===== src/rtl/load_store_unit.sv =====
// Single-port load/store unit: one request at a time, fixed LATENCY-cycle memory
// access, byte-lane stores, sign/zero-extended byte loads, misaligned-word detection.

module lsu_lane #(
   parameter int IW = 7
) (
   input  logic          clk,
   input  logic          en,
   input  logic          we,
   input  logic [IW-1:0] idx,
   input  logic [7:0]    wbyte,
   output logic [7:0]    rbyte
);
   logic [7:0] mem [0:(1<<IW)-1];

   // Read returns the pre-write contents; loads never write, so this only matters for stores.
   always_ff @(posedge clk) begin
      if (en) begin
         if (we) mem[idx] <= wbyte;
         rbyte <= mem[idx];
      end
   end
endmodule

module load_store_unit #(
   parameter int DATA_W  = 16,
   parameter int ADDR_W  = 8,
   parameter int LATENCY = 2,
   parameter int RD_W    = 4
) (
   input  logic              clk,
   input  logic              rst,
   input  logic              req_valid,
   output logic              req_ready,
   input  logic              req_write,
   input  logic              req_byte,
   input  logic              req_signed,
   input  logic [ADDR_W-1:0] req_addr,
   input  logic [DATA_W-1:0] req_wdata,
   input  logic [RD_W-1:0]   req_rd,
   output logic              resp_valid,
   output logic [DATA_W-1:0] resp_rdata,
   output logic [RD_W-1:0]   resp_rd,
   output logic              resp_err,
   output logic              stall
);
   localparam int NUM_LANES = DATA_W / 8;
   localparam int LB        = $clog2(NUM_LANES);
   localparam int IW        = ADDR_W - LB;
   localparam int CW        = $clog2(LATENCY + 1);

   typedef enum logic [1:0] {IDLE, BUSY, DONE} state_t;

   typedef struct packed {
      logic              write;
      logic              byte_acc;
      logic              sgn;
      logic [ADDR_W-1:0] addr;
      logic [DATA_W-1:0] wdata;
      logic [RD_W-1:0]   rd;
   } lsu_req_t;

   state_t   state, state_nxt;
   logic [CW-1:0] cnt;
   lsu_req_t req_q;
   logic     accept, mem_en, misaligned;
   logic [LB-1:0] lane_sel;
   logic [NUM_LANES-1:0][7:0] rword;
   logic [NUM_LANES-1:0]      lane_we;
   logic [7:0] rbyte;

   assign accept     = (state == IDLE) && req_valid;
   assign req_ready  = (state == IDLE);
   assign stall      = req_valid && !req_ready;
   assign lane_sel   = req_q.addr[LB-1:0];
   assign misaligned = !req_q.byte_acc && (lane_sel != '0);
   // Memory is touched only on the BUSY->DONE edge; reset on that edge suppresses it.
   assign mem_en     = (state == BUSY) && (cnt == CW'(1)) && !rst;

   always_comb begin
      state_nxt = state;
      case (state)
         IDLE:    if (req_valid) state_nxt = BUSY;
         BUSY:    if (cnt == CW'(1)) state_nxt = DONE;
         DONE:    state_nxt = IDLE;
         default: state_nxt = IDLE;
      endcase
   end

   always_ff @(posedge clk) begin
      if (rst) begin
         state <= IDLE;
         cnt   <= '0;
      end else begin
         state <= state_nxt;
         if (accept) begin
            req_q.write    <= req_write;
            req_q.byte_acc <= req_byte;
            req_q.sgn      <= req_signed;
            req_q.addr     <= req_addr;
            req_q.wdata    <= req_wdata;
            req_q.rd       <= req_rd;
            cnt            <= CW'(LATENCY);
         end else if (state == BUSY) begin
            cnt <= cnt - CW'(1);
         end
      end
   end

   genvar i;
   generate
      for (i = 0; i < NUM_LANES; i++) begin : g_lane
         assign lane_we[i] = req_q.write && !misaligned &&
                             (!req_q.byte_acc || (lane_sel == LB'(i)));
         lsu_lane #(.IW(IW)) u_lane (
            .clk   (clk),
            .en    (mem_en),
            .we    (lane_we[i]),
            .idx   (req_q.addr[ADDR_W-1:LB]),
            .wbyte (req_q.byte_acc ? req_q.wdata[7:0] : req_q.wdata[i*8 +: 8]),
            .rbyte (rword[i])
         );
      end
   endgenerate

   assign rbyte = rword[lane_sel];

   always_comb begin
      resp_valid = (state == DONE);
      resp_rdata = '0;
      resp_rd    = '0;
      resp_err   = 1'b0;
      if (state == DONE) begin
         resp_rd  = req_q.rd;
         resp_err = misaligned;
         if (!req_q.write && !misaligned) begin
            if (req_q.byte_acc)
               resp_rdata = {{(DATA_W-8){req_q.sgn & rbyte[7]}}, rbyte};
            else
               resp_rdata = rword;
         end
      end
   end
endmodule


===== config.mk =====
export PLATFORM = sky130hd
export DESIGN_NAME = load_store_unit
export DESIGN_NICKNAME = d
export VERILOG_FILES = /design/src/rtl/load_store_unit.sv
export SDC_FILE = /design/constraint.sdc
export NUM_CORES = 2
export LEC_CHECK = 0
export BUFFER_PORTS_ARGS = -buffer_cell sky130_fd_sc_hd__buf_2
export CAP_MARGIN = 20
export CORE_ASPECT_RATIO = 1.25
export CORE_MARGIN = 2
export CORE_UTILIZATION = 30
export DETAILED_ROUTE_END_ITERATION = 8
export GPL_TIMING_DRIVEN = 0
export MAX_ROUTING_LAYER = met4
export PLACE_DENSITY = 0.55
export SKIP_LAST_GASP = 1
export SLEW_MARGIN = 5
export SYNTH_ARGS = -nofsm -noshare
export SYNTH_HDL_FRONTEND = slang
export SYNTH_SLANG_ARGS = --single-unit

===== constraint.sdc =====
create_clock -name clk -period 7.42 [get_ports clk]
set_input_delay 1.113 -clock clk [delete_from_list [all_inputs] [get_ports clk]]
set_output_delay 1.113 -clock clk [all_outputs]
set_load 0.02 [all_outputs]

==> run summary <==
Synth top area cells -> edfxtp_1 (77%), a221oi_1 (3.6%), nor2_1 (2.1%), a22oi_1 (1.7%), mux2i_1 (1.7%)
Share of layout cells above drive strength 1 -> 21.9%
CTS tree -> yes
Status -> finished, final reports clean
Dpl cells -> 8831
CP peak stage delay -> 0.86 ns
Hold_buf cts -> 0
Post-synthesis mux area share -> 3.75%
Slew @ Worst Pin -> 1.37 ns
Share of the synthesized area in the top cell type -> 77.2%
Compound-Gate Fraction of Synth Area -> 12.2%
Clk root buf -> clkbuf_16
Worst skew pair latency -> 0.97 ns
DRC marker count from the first detailed-route iteration -> 12406
Number of global-route vias before repair -> 54621
Commonest non-fill, non-tap cell in the layout -> edfxtp_1
DP HPWL -> 395000 um
Worst-path clk slew -> 0.06 ns
Post-Synth XOR/XNOR Area -> 0%
Crit end category -> flip-flop
Syn_area_per_cell -> 16.5 um^2
CP startpoint kind -> flip-flop
Antenna-violating nets left -> 0
Largest net degree at the start of global routing -> 104
Core ar. -> 270000 um^2
Netlist cell types -> 74
Clock Tree Buf Depth -> 4
Final Instance Count excl. Fillers -> 9338
Top cell family by delay on the critical path -> buffers and inverters
First-pass DRT Iterations -> 8
Routed vias -> 60283
Starting Density -> 30.2%
Post-CTS Setup Bufs -> 0
Final worst slack -> 0.443 ns
Setup TNS -> 0 ns
Rows -> 213
Routed wire length -> 539000 um
Initial antenna violation count -> 112
Die area -> 276000 um^2
Simple-Gate Fraction of Synth Area -> 4.30%
Crit-path cells -> buf_4 > buf_4 > buf_2 > buf_2 > buf_2 > o22ai_1 > a21oi_1 > o22ai_1 > nor4_2 > buf_4 > nand4_1
Most used DFF post-synth -> edfxtp_1
Hold WC Path Type -> input pin to flip-flop
Vias per cell -> 6.46
FILL cells -> 25312
Grt ovf -> 0
Total GRT Usage -> 39.2%
Synthesized Nets -> 4973
Post-synth EDFFs -> 2095
Critical path fanouts, max -> 13
Slew HR -> 8.78%
Adder-cell share of the synthesized area -> 0.0154%
P&R area growth vs syn -> 21.9%
CTS Buf Count -> 228
Worst Path Required -> 7.90 ns
Unrepaired setup endpoints after global routing -> false
Fmax -> 0.143 GHz
Top Ports -> 58
Combinational family with the most area after synthesis -> compound AO/OA/AOI/OAI gates
Post-synth ARST share -> 0%
Register bit total from synthesis -> 2099
Sink Count -> 2099
Peak VDD IR -> 202 uV
Setup-failing EPs final -> 0
Util after Layout -> 36.9%
Worst Skew -> 0.0950 ns
Seq. cell area -> 63000 um^2
Die span in x -> 470 um
Biggest area consumer among synthesized cells -> edfxtp_1
Post-synthesis sequential area ratio -> 77.3%
Cell Pwr Density -> 268 nW/um^2
First-pass GRT wire length -> 657000 um
Max_cap viols -> 0
Worst Path Buf+Inv -> 6
Area of the multi-input gates -> 17100 um^2
Placement Setup Slack -> 0.898 ns
Leakage -> 32.0 nW
Crit path kind -> flip-flop to flip-flop
CTS H-tree lvls -> 4
Die extent in y -> 587 um
Total power -> 26.6 mW
Post-synthesis cell area -> 81500 um^2
Slowest CP cell -> buf_2
Tcrit/Tclk final -> 94.0%
Hold violation count in the final report -> 0
Worst endpoint data arrival time -> 7.46 ns
DRC -> 0
Final nets -> 5560
GP Congestion -> 1.07
PortBufs -> 57
Syn Inst Count -> 4938
Yosys synthesis warning count -> 0
Post-CTS sizing -> 0
Max Transition Viols Final -> 0
Min cycle time layout -> 6.98 ns
Most frequent cells in the layout -> edfxtp_1 (2095), nor2_1 (373), a221oi_1 (331), a21oi_1 (273), buf_2 (263)
Post-DR wirelength/cell -> 57.7 um
## sequential cells by signal, summed over array words and instances, names as in the netlist
| name | cells |
|---|---|
| g_lane.u_lane.mem | 2048 |
| req_q | 30 |
| g_lane.u_lane.rbyte | 16 |
| cnt | 2 |
| state | 2 |
| lane_sel | 1 |
## per-layer routing
layer / vias up / track usage (%) / wire (um)
met1: 31746 / 44.2 / 188000
met5: - / - / 0
met3: 1585 / 12.0 / 60800
met2: 5381 / 56.5 / 233000
li1: 21571 / - / -
met4: 0 / 33.5 / 57100
## power breakdown
group	internal (mW)	switching, mW	total (mW)
combinational	0.405	1.57	1.98
clock	6.48	5.14	11.6
sequential	13.0	0.0172	13.1
## Yosys cell counts, types with 75 or more instances
| master | number |
|---|---|
| nor2_1 | 460 |
| a22oi_1 | 190 |
| mux2i_1 | 141 |
| a21o_1 | 75 |
| edfxtp_1 | 2095 |
| a221oi_1 | 333 |
| clkbuf_1 | 136 |
| buf_2 | 175 |
| o21ai_0 | 142 |
| a222oi_1 | 76 |
| mux2_2 | 78 |
| a21oi_1 | 275 |
| o22ai_1 | 90 |
| nand2_1 | 126 |
## path summary, 6_finish.rpt
path	start	endpoint	slack, ns	cells past startpoint
worst min register to register	cnt[0]	cnt[0]	0.49	1
worst min-delay path	req_signed	req_q[28]	0.33	1
worst max register to register	req_q[21]	g_lane[0].u_lane.rbyte[2]	0.44	11
worst max-delay path	req_q[21]	g_lane[0].u_lane.rbyte[2]	0.44	11
## kinds of logic (layout without fill, tap and decap cells)
group           count (synthesis)  count (layout)
other cells                     0              86
mux                           254             254
simple gates                  804             804
compound gates               1376            1376
fa+ha+maj                       1               1
flops                        2099            2099
buf+inv                       404            1171
## stage by stage
step	cell area (um^2)	hold slack, ns
3_3_place_gp	86200	0.460
5_1_grt	99300	0.315
4_1_cts	99100	0.298
6_report	99400	0.326
3_5_place_dp	91800	0.482
2_1_floorplan	81500	0.439
## final cells by class
type                            instances  share of cell area, %
Timing Repair Buffer                  357                   5.32
Tap cell                             3547                   4.47
Clock inverter                        145                   1.42
Sequential cell                      2099                   63.4
Antenna cell                           86                  0.217
Buffer                                397                   2.08
Inverter                                7                 0.0290
Multi-Input combinational cell       2435                   17.2
Clock buffer                          265                   5.90
Note: power is estimated with default switching activity, not from simulation.
